`src/rtl/enc_4_to_2_sync.sv`:
```
// Registered 4-to-2 priority encoder (D > C > B > A) with valid and multi-hot flags.
// All four outputs update together on a rising edge when en=1; synchronous active-low reset.
module enc_4_to_2_sync (
  input  logic clk,
  input  logic rst_n,
  input  logic en,
  input  logic A,
  input  logic B,
  input  logic C,
  input  logic D,
  output logic E0,
  output logic E1,
  output logic V,
  output logic ERR
);

  localparam int unsigned IDX_W = 2;

  logic [IDX_W-1:0] idx_c;
  logic             valid_c;
  logic             multi_c;

  // Priority index, any-request and two-or-more-request detection
  always_comb begin
    idx_c = IDX_W'(0);
    if (D)      idx_c = IDX_W'(3);
    else if (C) idx_c = IDX_W'(2);
    else if (B) idx_c = IDX_W'(1);
    else        idx_c = IDX_W'(0);
    valid_c = A | B | C | D;
    multi_c = (A & B) | (A & C) | (A & D) | (B & C) | (B & D) | (C & D);
  end

  // Output register; reset overrides enable
  always_ff @(posedge clk) begin
    if (!rst_n) begin
      E1  <= 1'b0;
      E0  <= 1'b0;
      V   <= 1'b0;
      ERR <= 1'b0;
    end else if (en) begin
      E1  <= idx_c[1];
      E0  <= idx_c[0];
      V   <= valid_c;
      ERR <= multi_c;
    end
  end

endmodule

```
`config.mk`:
```
export PLATFORM = sky130hd
export DESIGN_NAME = enc_4_to_2_sync
export DESIGN_NICKNAME = d
export VERILOG_FILES = /design/src/rtl/enc_4_to_2_sync.sv
export SDC_FILE = /design/constraint.sdc
export NUM_CORES = 1
export LEC_CHECK = 0
export ABC_AREA = 1
export BUFFER_PORTS_ARGS = -buffer_cell sky130_fd_sc_hd__buf_4
export CORE_AREA = 2 2 39 41
export CTS_BUF_LIST = sky130_fd_sc_hd__clkbuf_8
export DETAILED_ROUTE_END_ITERATION = 7
export DIE_AREA = 0 0 41 43
export SLEW_MARGIN = 20
export SYNTH_ARGS = -nofsm -noshare
export SYNTH_HDL_FRONTEND = slang
export SYNTH_SLANG_ARGS = --single-unit
```
`constraint.sdc`:
```
create_clock -name clk -period 2.41 [get_ports clk]
set_clock_uncertainty 0.15 [all_clocks]
set_input_delay 0.1205 -clock clk [delete_from_list [all_inputs] [get_ports clk]]
set_output_delay 0.1205 -clock clk [all_outputs]
set_load 0.05 [all_outputs]
```
Word level (Yosys, flattened, before mapping)
Index checks and enable logic that the tools add are counted.
W data, S select, Z words.
- flip-flop bits (word level): 4
- bits of input ports: 7
- output and inout bits: 4
- muxes and demuxes: 3
- bitwise gates (word level): 14
- operators with widths (operator ; count):
    $or A1 B1 Y1 ; 8
    $and A1 B1 Y1 ; 6
    $mux W2 ; 2
    $mux W1 ; 1

Longest topological paths before layout
Gate-level depths: netlist of the first run.
- depth in word-level cells: 6
- gate-level depth with buffers: 6
- mapped depth without buffers: 6

Worst setup path after synthesis of the first run
Ideal clock, no wire load.
- path kind: register to register
- start: reg V (netlist name)
- end: reg V
- library setup time: 56 ps
- data arrival time: 883 ps
- required time: 2204 ps
- setup slack: 1321 ps
- stages on the path, launching flop included: 5
- buffers on the path: 0
- cell sequence: dfxtp_1 -> nor2_1 -> nor2_1 -> o21ai_1 -> inv_1
- RTL lines (what ; RTL line ; text):
    end signal, assigned ; 44 ; V <= valid_c;
    end, declared ; 13 ; output logic V,

==> run_results.csv, run 1 <==
group,metric,value,unit
global_routing,grt_usage,7.84,%
hold_path,worstHoldStart,"rst_n",
setup_path,rr_startpoint,"V",
setup_path,endpoint_kind,"flip-flop",
power_and_ir_drop,p_leak,0.194,nW
placement,placed_area,288,sq um
yosys,seq_area_frac_synth,41.6,%
global_routing,grt_pass1_wl,821,um
status,outcome,"complete, no violations",
drt,via_count,223,
floorplan,start_util,13.9,%
final_layout,syn2layout_area_growth,76.0,%
global_routing,grt_overflow,0,
placement,place.gp.congestion,0.629,
sta,tns,0,ns
drt,wirelength,522,um
placement,dp_hpwl,364,um
sta,fin_crit_sh,48.2,%
yosys,ys_warn_count,0,
floorplan,fp.dieW,41,um
drt,drtIter0Drc,3,
sta,setup_viol,0,
clock_tree,cts_tree,"done",
yosys,synthesis.instances,29,
job,max_cap_viol_count,0,
global_routing,grt_max_degree,8,
global_routing,antenna_found_initial,0,
sta,period_minus_slack,1.16,ns
power_and_ir_drop,irDropWorstVdd,0.177,mV
final_layout,diodes,0,
power_and_ir_drop,p_per_area,796,nW/um^2
drt,antenna_left,0,
drt,drt_first_pass_iters,3,
final_layout,nets,52,
clock_tree,clk_latency,0.21,ns
setup_path,worstPathArrival,1.12,ns
clock_tree,cts_inserted_buffers,3,
yosys,ys_ff_latch,4,
setup_path,cp_max_fo,7,
yosys,syn_avg_cell_area,6.64,sq um
final_layout,design_area,339,sq um
clock_tree,path_clk_slew,0.03,ns
floorplan,die_area,1760,sq um
sta,relSlewSlack,88.7,%
setup_path,path_class,"in2reg",
clock_tree,clk_path_buf_depth,2,
hold_path,hp-class,"in2reg",
floorplan,die_h,43,um
floorplan,io_pins,11,
setup_path,rr_worst_depth,4,
sta,timing.final.ws_setup,1.25,ns
sta,worst_slew_pin_slew,0.168,ns
hold_path,min_path_cells,2,
drt,post_drt_wl_per_cell,8.85,um
yosys,syn-num-nets,36,
yosys,synth_cell_type_count,11,
clock_tree,cts.repair.resized,0,
placement,pre_cts_slack,1.56,ns
sta,final_hold_viol_count,0,
drt,drc,0,
final_layout,drive_gt1_share,34.9,%
floorplan,core_area,1380,sq um
clock_tree,cts_root_buf,"clkbuf_8",
clock_tree,htreeDepth,1,
placement,portBuffers,10,
yosys,syn_area,193,sq um
sta,fmax,0.861,GHz
setup_path,start_kind,"input pin",
floorplan,placementRows,14,
setup_path,startpoint,"en",
setup_path,worstPathRequired,2.37,ns
clock_tree,cts_sinks,4,
global_routing,grt_pass1_vias,204,
final_layout,fillerInstances,161,
sta,slew_viol_final,0,
drt,routed_via_density,3.78,
power_and_ir_drop,power,0.270,mW
sta,rsz0062_at_grt,"false",
==> metrics by stage <==
| stage | instances | hold WS (ns) | utilization (%) |
|---|---|---|---|
| CTS | 59 | 0.0104 | 24.5 |
| floorplan | 29 | 0.0707 | - |
| global route | 59 | 0.00805 | 24.5 |
| detailed placement | 55 | 0.221 | 20.8 |
| global placement | 55 | 0.229 | 20.8 |
| finish | 59 | 0.00989 | 24.5 |
==> final timing paths <==
kind	to	slack (ns)
worst max-delay path	ERR	1.25
worst min register to register	E1	0.35
worst min-delay path	E1	0.01
worst max register to register	V	1.61
==> layout by cell type, fill, tap and decap left out <==
cell type	instances
o21ai_1	1
o21ai_0	1
clkbuf_8	3
nand2_1	6
dfxtp_1	4
dlygate4sd3_1	1
o211a_1	1
inv_2	1
nand3_1	2
a21oi_2	1
buf_4	10
a31oi_1	1
nor2_1	4
inv_1	7
==> logic make-up after synthesis <==
logic type             share of synthesized area [%]
AND/OR/NAND/NOR                                 24.7
buffers and inverters                           15.6
AO/OA/AOI/OAI                                   18.2
flip-flops                                      41.6
==> area by class of cell <==
cell class,count,area (sq um),share of cell area (%)
Timing Repair Buffer,11,85.1,25.1
Multi-Input combinational cell,17,82.6,24.4
Sequential cell,4,80.1,23.6
Clock buffer,3,41.3,12.2
Inverter,8,30.0,8.86
Tap cell,16,20.0,5.90
==> per-layer routing <==
layer	share of wire, %	routed length (um)	track usage [%]
met1	39	202	7.10
met2	49	254	10.9
met5	0	0	0
met3	8.8	46	4.71
met4	3.6	19	8.00
==> Yosys cell counts, drive strengths merged <==
| cell | instances | area [sq um] |
|---|---|---|
| nor2 | 4 | 15.0 |
| o211a | 1 | 10.0 |
| a21oi | 1 | 8.76 |
| nand3 | 2 | 10.0 |
| nand2 | 6 | 22.5 |
| dfxtp | 4 | 80.1 |
| a31oi | 1 | 6.26 |
| inv | 8 | 30.0 |
| o21ai | 2 | 10.0 |
==> critical path, stage by stage <==
cell and delay [ns]:
dlygate4sd3_1 0.52, buf_4 0.14, inv_2 0.04, a21oi_2 0.11, nand3_1 0.09, nand2_1 0.06
inv_1 0.03
==> flip-flops by register name, indices dropped and copies added (netlist names) <==
register  flops
E0            1
ERR           1
V             1
E1            1
==> report_power, final <==
part           switching [mW]  total [mW]  internal [mW]
clock                  0.0362       0.143          0.107
sequential            0.00265      0.0746         0.0719
combinational          0.0327      0.0525         0.0199
==> repair_timing <==
| action | CTS | global route |
|---|---|---|
| buffers inserted | 0 | 0 |
| hold buffers | 1 | 0 |
| hold endpoints to repair | 1 | 0 |
Power figures use the tool's default switching activity.
==> inputs of run 2 (changes only) <==
--- a/config.mk
+++ b/config.mk
@@ -5,7 +5,7 @@
 export SDC_FILE = /design/constraint.sdc
 export NUM_CORES = 1
 export LEC_CHECK = 0
-export ABC_AREA = 1
+export ABC_AREA = 0
 export BUFFER_PORTS_ARGS = -buffer_cell sky130_fd_sc_hd__buf_4
 export CORE_AREA = 2 2 39 41
 export CTS_BUF_LIST = sky130_fd_sc_hd__clkbuf_8
==> constraint.sdc (replaced) <==
create_clock -name clk -period 0.99 [get_ports clk]
set_clock_uncertainty 0.15 [all_clocks]
set_input_delay 0.0495 -clock clk [delete_from_list [all_inputs] [get_ports clk]]
set_output_delay 0.0495 -clock clk [all_outputs]
set_load 0.05 [all_outputs]
==> run 2 against run 1 <==
Effect of this change: the flow now finishes with violations (hold timing); clock-buffer cell count did not move; sequential power grew 150%; cell count is 17% lower; core utilization fell by 1.4 points; first-iteration DRC count decreased by 67%; largest cell class is now sequential cells.
==> run_results.csv, run 2 <==
group,metric,value,unit
drt,post_drt_wl_per_cell,8.67,um
global_routing,grt_use_met2,9.38,%
setup_path,cp_cell_sequence,"buf_4, dlygate4sd3_1, a31oi_1",
yosys,synth_cell_type_count,13,
floorplan,fp.dieW,41,um
clock_tree,cts_inserted_buffers,3,
yosys,synth_top_family_by_area,"compound AO/OA/AOI/OAI gates",
sta,fmax,1.08,GHz
yosys,ys_warn_count,0,
drt,wirelength,425,um
yosys,synth_top_area_cell,"dfxtp_1",
sta,slew_viol_final,0,
drt,drt_first_pass_iters,2,
sta,rsz0062_at_grt,"false",
yosys,synth-simple-area-share,17.2,%
global_routing,gr-max-usage-layer,"met4",
yosys,synthTopCellsByArea,"dfxtp_1 48%, o21ai_0 9.0%, a21oi_1 6.0%",
status,failed_checks,"hold timing",
floorplan,core_area,1380,sq um
sta,setup_viol,0,
final_layout,diodes,0,
placement,place.gp.congestion,0.640,
yosys,synth_most_common_cell,"dfxtp_1",
power_and_ir_drop,p_leak,0.134,nW
drt,via_count,197,
placement,placed_area,268,sq um
global_routing,grtUsageMet1,3.51,%
global_routing,grt_usage,5.91,%
clock_tree,cts_sinks,4,
sta,final_hold_viol_count,4,
placement,dp_cells,45,
sta,timing.final.ws_setup,0.0616,ns
global_routing,antenna_found_initial,0,
yosys,ys_ff_latch,4,
final_layout,drive_gt1_share,51.5,%
placement,portBuffers,10,
yosys,synth_xor_area_share,0,%
floorplan,start_util,12.1,%
setup_path,slowest_delay,0.60,ns
status,outcome,"finished, violations left",
setup_path,worst_path_dominant_cell_family,"buffers and inverters",
floorplan,die_area,1760,sq um
yosys,synth_top_area_share,47.8,%
final_layout,nets,42,
yosys,seq_area_frac_synth,47.8,%
setup_path,start_kind,"input pin",
setup_path,worst-path-buf-inv,2,
yosys,synth_commonest_cells,"4 x dfxtp_1, 3 x o21ai_0, 2 x a21oi_1",
sta,fin_crit_sh,93.8,%
sta,tns,0,ns
power_and_ir_drop,power,0.637,mW
floorplan,die_h,43,um
yosys,syn-num-nets,26,
final_layout,layout.cells.non_filler,49,
sta,relSlewSlack,84.4,%
hold_path,hp-class,"in2reg",
setup_path,worstPathArrival,0.91,ns
yosys,synthesis.instances,19,
sta,worst_slew_pin_slew,0.230,ns
yosys,synthArstFlopShare,0,%
setup_path,path_class,"in2reg",
yosys,synth_top_flop_cell,"dfxtp_1",
clock_tree,cts_root_buf,"clkbuf_8",
power_and_ir_drop,irDropWorstVdd,0.326,mV
yosys,syn_avg_cell_area,8.82,sq um
clock_tree,clk_latency,0.21,ns
clock_tree,cts_tree,"done",
yosys,synth-compound-area-share,32.8,%
floorplan,io_pins,11,
global_routing,met3_usage,1.57,%
sta,period_minus_slack,0.928,ns
yosys,synth_fa_ha_area_share,0,%
yosys,synth_edf_count,0,
floorplan,placementRows,14,
global_routing,grt_max_degree,9,
drt,routed_via_density,4.02,
global_routing,grt_overflow,0,
drt,drc,0,
yosys,muxShareOfSynthArea,0,%
power_and_ir_drop,p_per_area,2000,nW/um^2
final_layout,final_common_cell,"buf_4",
job,max_cap_viol_count,0,
final_layout,final_cell_mix,"10 x buf_4, 4 x dfxtp_2, 3 x o21ai_0, 3 x clkbuf_8, 2 x a21oi_1",
setup_path,slowest_stage,"dlygate4sd3_1",
final_layout,fillerInstances,155,
setup_path,worstPathRequired,0.97,ns
clock_tree,path_clk_slew,0.03,ns
setup_path,endpoint_kind,"flip-flop",
global_routing,grt_pass1_vias,191,
clock_tree,clk_path_buf_depth,2,
final_layout,design_area,319,sq um
yosys,syn_area,168,sq um
setup_path,cp_max_fo,6,
final_layout,syn2layout_area_growth,90.3,%
clock_tree,htreeDepth,1,
final_layout,fin_util,23.1,%
drt,drtIter0Drc,1,
placement,pre_cts_slack,0.120,ns
drt,antenna_left,0,
sta,worst_hold_slack,-0.0410,ns
global_routing,grt_pass1_wl,627,um
-- run 2: final cells by class --
type | count | area (sq um) | area share [%]
Clock buffer | 3 | 41.3 | 12.9
Inverter | 1 | 3.75 | 1.18
Timing Repair Buffer | 11 | 85.1 | 26.7
Sequential cell | 4 | 85.1 | 26.7
Multi-Input combinational cell | 14 | 83.8 | 26.3
Tap cell | 16 | 20.0 | 6.27
-- run 2: timing repair --
item / 4_1_cts / 5_1_grt
setup buffers: 0 / 0
setup endpoints to repair: 0 / 0
gates resized for setup: 0 / 0
endpoints found under the hold margin: 4 / 4
-- run 2: path summary, 6_finish.rpt --
path / endpoint / startpoint / slack, ns / depth (start not counted)
setup / recovery: E0 / en / 0.06 / 3
hold reg to reg: ERR / ERR / 0.33 / 2
setup reg to reg: V / V / 0.21 / 2
hold / removal: ERR / rst_n / -0.04 / 3
-- run 2: metal layers --
metal	share of wire, %	vias to the layer above
li1	-	102
met1	40	90
met2	54	5
met3	6.1	0
met4	0	0
met5	0	-
-- run 2: logic make-up after synthesis --
kind of cell,count (synthesis)
and+or+nand+nor,5
buffers and inverters,1
AOI/OAI and AO/OA,9
DFF,4
-- run 2: power by group --
part	switching, mW	internal [mW]
clock	0.0784	0.259
combinational	0.0717	0.0447
sequential	0.00601	0.178
total	0.156	0.481
-- run 2: tightest hold or removal path: stages --
cell      delay [ns]
buf_4           0.10
nand3b_1        0.08
o31ai_1         0.06
==> inputs of run 3 (changes only) <==
--- a/config.mk
+++ b/config.mk
@@ -6,11 +6,11 @@
 export NUM_CORES = 1
 export LEC_CHECK = 0
 export ABC_AREA = 0
-export BUFFER_PORTS_ARGS = -buffer_cell sky130_fd_sc_hd__buf_4
 export CORE_AREA = 2 2 39 41
 export CTS_BUF_LIST = sky130_fd_sc_hd__clkbuf_8
 export DETAILED_ROUTE_END_ITERATION = 7
 export DIE_AREA = 0 0 41 43
+export DONT_BUFFER_PORTS = 1
 export SLEW_MARGIN = 20
 export SYNTH_ARGS = -nofsm -noshare
 export SYNTH_HDL_FRONTEND = slang
==> constraint.sdc (replaced) <==
create_clock -name clk -period 0.8 [get_ports clk]
set_clock_uncertainty 0.15 [all_clocks]
set_input_delay 0.04 -clock clk [delete_from_list [all_inputs] [get_ports clk]]
set_output_delay 0.04 -clock clk [all_outputs]
set_load 0.05 [all_outputs]
==> run 3 against run 2 <==
Effect of this change: the run ends with hold timing, setup timing left; non-clock buffer count fell by 7; cell count fell by 14%; register-to-register slack got worse by 0.18 ns; global-route usage rose by 1.2 points; sequential cell count did not move; core utilization fell by 1.1 points; largest power group unchanged.
==> run_results.csv, run 3 (synthesis gave the netlist of run 2 again) <==
group,metric,value,unit
sta,slew_viol_final,0,
setup_path,cp_max_fo,2,
setup_path,slowest_stage,"dfxtp_4",
power_and_ir_drop,p_per_area,2540,nW/um^2
global_routing,grt_use_met2,9.06,%
setup_path,cp_cell_sequence,"buf_8",
sta,fmax,1.13,GHz
final_layout,nets,35,
setup_path,start_kind,"flip-flop",
floorplan,die_area,1760,sq um
job,max_cap_viol_count,0,
global_routing,grtUsageMet1,6.73,%
setup_path,worst-path-buf-inv,1,
final_layout,fillerInstances,149,
power_and_ir_drop,power,0.774,mW
clock_tree,cts_inserted_buffers,3,
setup_path,slowest_delay,0.34,ns
clock_tree,clk_path_buf_depth,2,
sta,relSlewSlack,83.2,%
global_routing,grt_pass1_vias,182,
final_layout,final-seq-area,95.1,sq um
sta,worst_hold_slack,-0.245,ns
global_routing,grt_overflow,0,
hold_path,min_path_cells,1,
sta,rsz0062_at_grt,"true",
global_routing,met3_usage,3.14,%
drt,post_drt_wl_per_cell,10.7,um
clock_tree,cts_root_buf,"clkbuf_8",
clock_tree,htreeDepth,1,
floorplan,io_pins,11,
global_routing,grt_pass1_wl,717,um
status,outcome,"finished, violations left",
sta,worst_slew_pin_slew,0.250,ns
power_and_ir_drop,irDropWorstVdd,0.392,mV
final_layout,multiInputGateArea,83.8,sq um
drt,wirelength,449,um
setup_path,worstPathRequired,0.61,ns
setup_path,endpoint_kind,"output pin",
floorplan,die_h,43,um
final_layout,final_cell_mix,"4 x dfxtp_4, 4 x buf_8, 3 x o21ai_1, 3 x clkbuf_8, 2 x a21oi_1",
sta,setup_viol,4,
global_routing,antenna_found_initial,0,
global_routing,grt_usage,7.12,%
drt,drtIter0Drc,0,
sta,tns,-0.333,ns
status,failed_checks,"hold timing, setup timing",
drt,drt_first_pass_iters,1,
sta,fin_crit_sh,111,%
final_layout,syn2layout_area_growth,81.3,%
final_layout,diodes,0,
sta,timing.final.ws_setup,-0.0848,ns
final_layout,drive_gt1_share,42.3,%
sta,period_minus_slack,0.885,ns
hold_path,hp-class,"in2reg",
sta,final_hold_viol_count,4,
clock_tree,path_clk_slew,0.03,ns
setup_path,worstSetupPathDepth,1,
clock_tree,clk_latency,0.21,ns
setup_path,rr_worst_depth,2,
placement,dp_hpwl,339,um
floorplan,placementRows,14,
drt,via_count,178,
placement,portBuffers,0,
floorplan,start_util,12.1,%
global_routing,gr-max-usage-layer,"met4",
setup_path,worst_path_dominant_cell_family,"flip-flops",
placement,place.gp.congestion,0.659,
setup_path,worstPathArrival,0.69,ns
drt,antenna_left,0,
setup_path,path_class,"reg2out",
power_and_ir_drop,p_leak,0.111,nW
clock_tree,cts_sinks,4,
floorplan,fp.dieW,41,um
floorplan,core_area,1380,sq um
global_routing,grt_max_degree,9,
clock_tree,cts_tree,"done",
drt,routed_via_density,4.24,
drt,drc,0,
## run 3: cell types whose count changed in the layout (fill, tap and decap cells not counted), sizes merged
cell         delta
buf             -6
dlygate4sd3     -1
## run 3: layout make-up
class,count,share of cell area (%)
Sequential cell,4,31.3
Multi-Input combinational cell,14,27.6
Timing Repair Buffer,4,19.8
Clock buffer,3,13.6
Tap cell,16,6.58
Inverter,1,1.23
## run 3: final timing paths
path,start,to,slack [ns]
max,ERR,ERR,-0.08
min,en,E1,-0.24
max reg2reg,E0,E0,0.03
min reg2reg,V,V,0.38
## run 3: repair_timing
action / 4_1_cts / 5_1_grt
endpoints found under the hold margin: 4 / 4
buffers inserted: 0 / 0
gates resized for setup: 8 / 0
pin swaps: 0 / 0
endpoints found under the setup margin: 4 / 5
## run 3: power breakdown
| group | internal (mW) | switching [mW] | leakage (nW) | total (mW) |
|---|---|---|---|---|
| logic | 0.0555 | 0.0698 | 0.0543 | 0.125 |
| registers | 0.215 | 0.0133 | 0.0356 | 0.228 |
| clock network | 0.320 | 0.100 | 0.0216 | 0.420 |
| total | 0.590 | 0.183 | 0.111 | 0.774 |
## run 3: through the flow
| stage | worst slack, ns | utilization (%) | std cells | cell area (sq um) |
|---|---|---|---|---|
| finish | -0.0848 | 22.0 | 42 | 304 |
| CTS | -0.0936 | 22.0 | 42 | 304 |
| global placement | 0.0437 | 16.8 | 39 | 233 |
| global route | -0.103 | 22.0 | 42 | 304 |
| detailed placement | 0.0323 | 16.8 | 39 | 233 |
| floorplan | -0.0275 | - | 19 | 183 |
## run 3: layer usage
layer  vias to the layer above  part of all wire, %
li1                         91                    -
met1                        76                   37
met4                         0                  4.2
met2                         9                   50
met5                         -                    0
met3                         2                  7.8
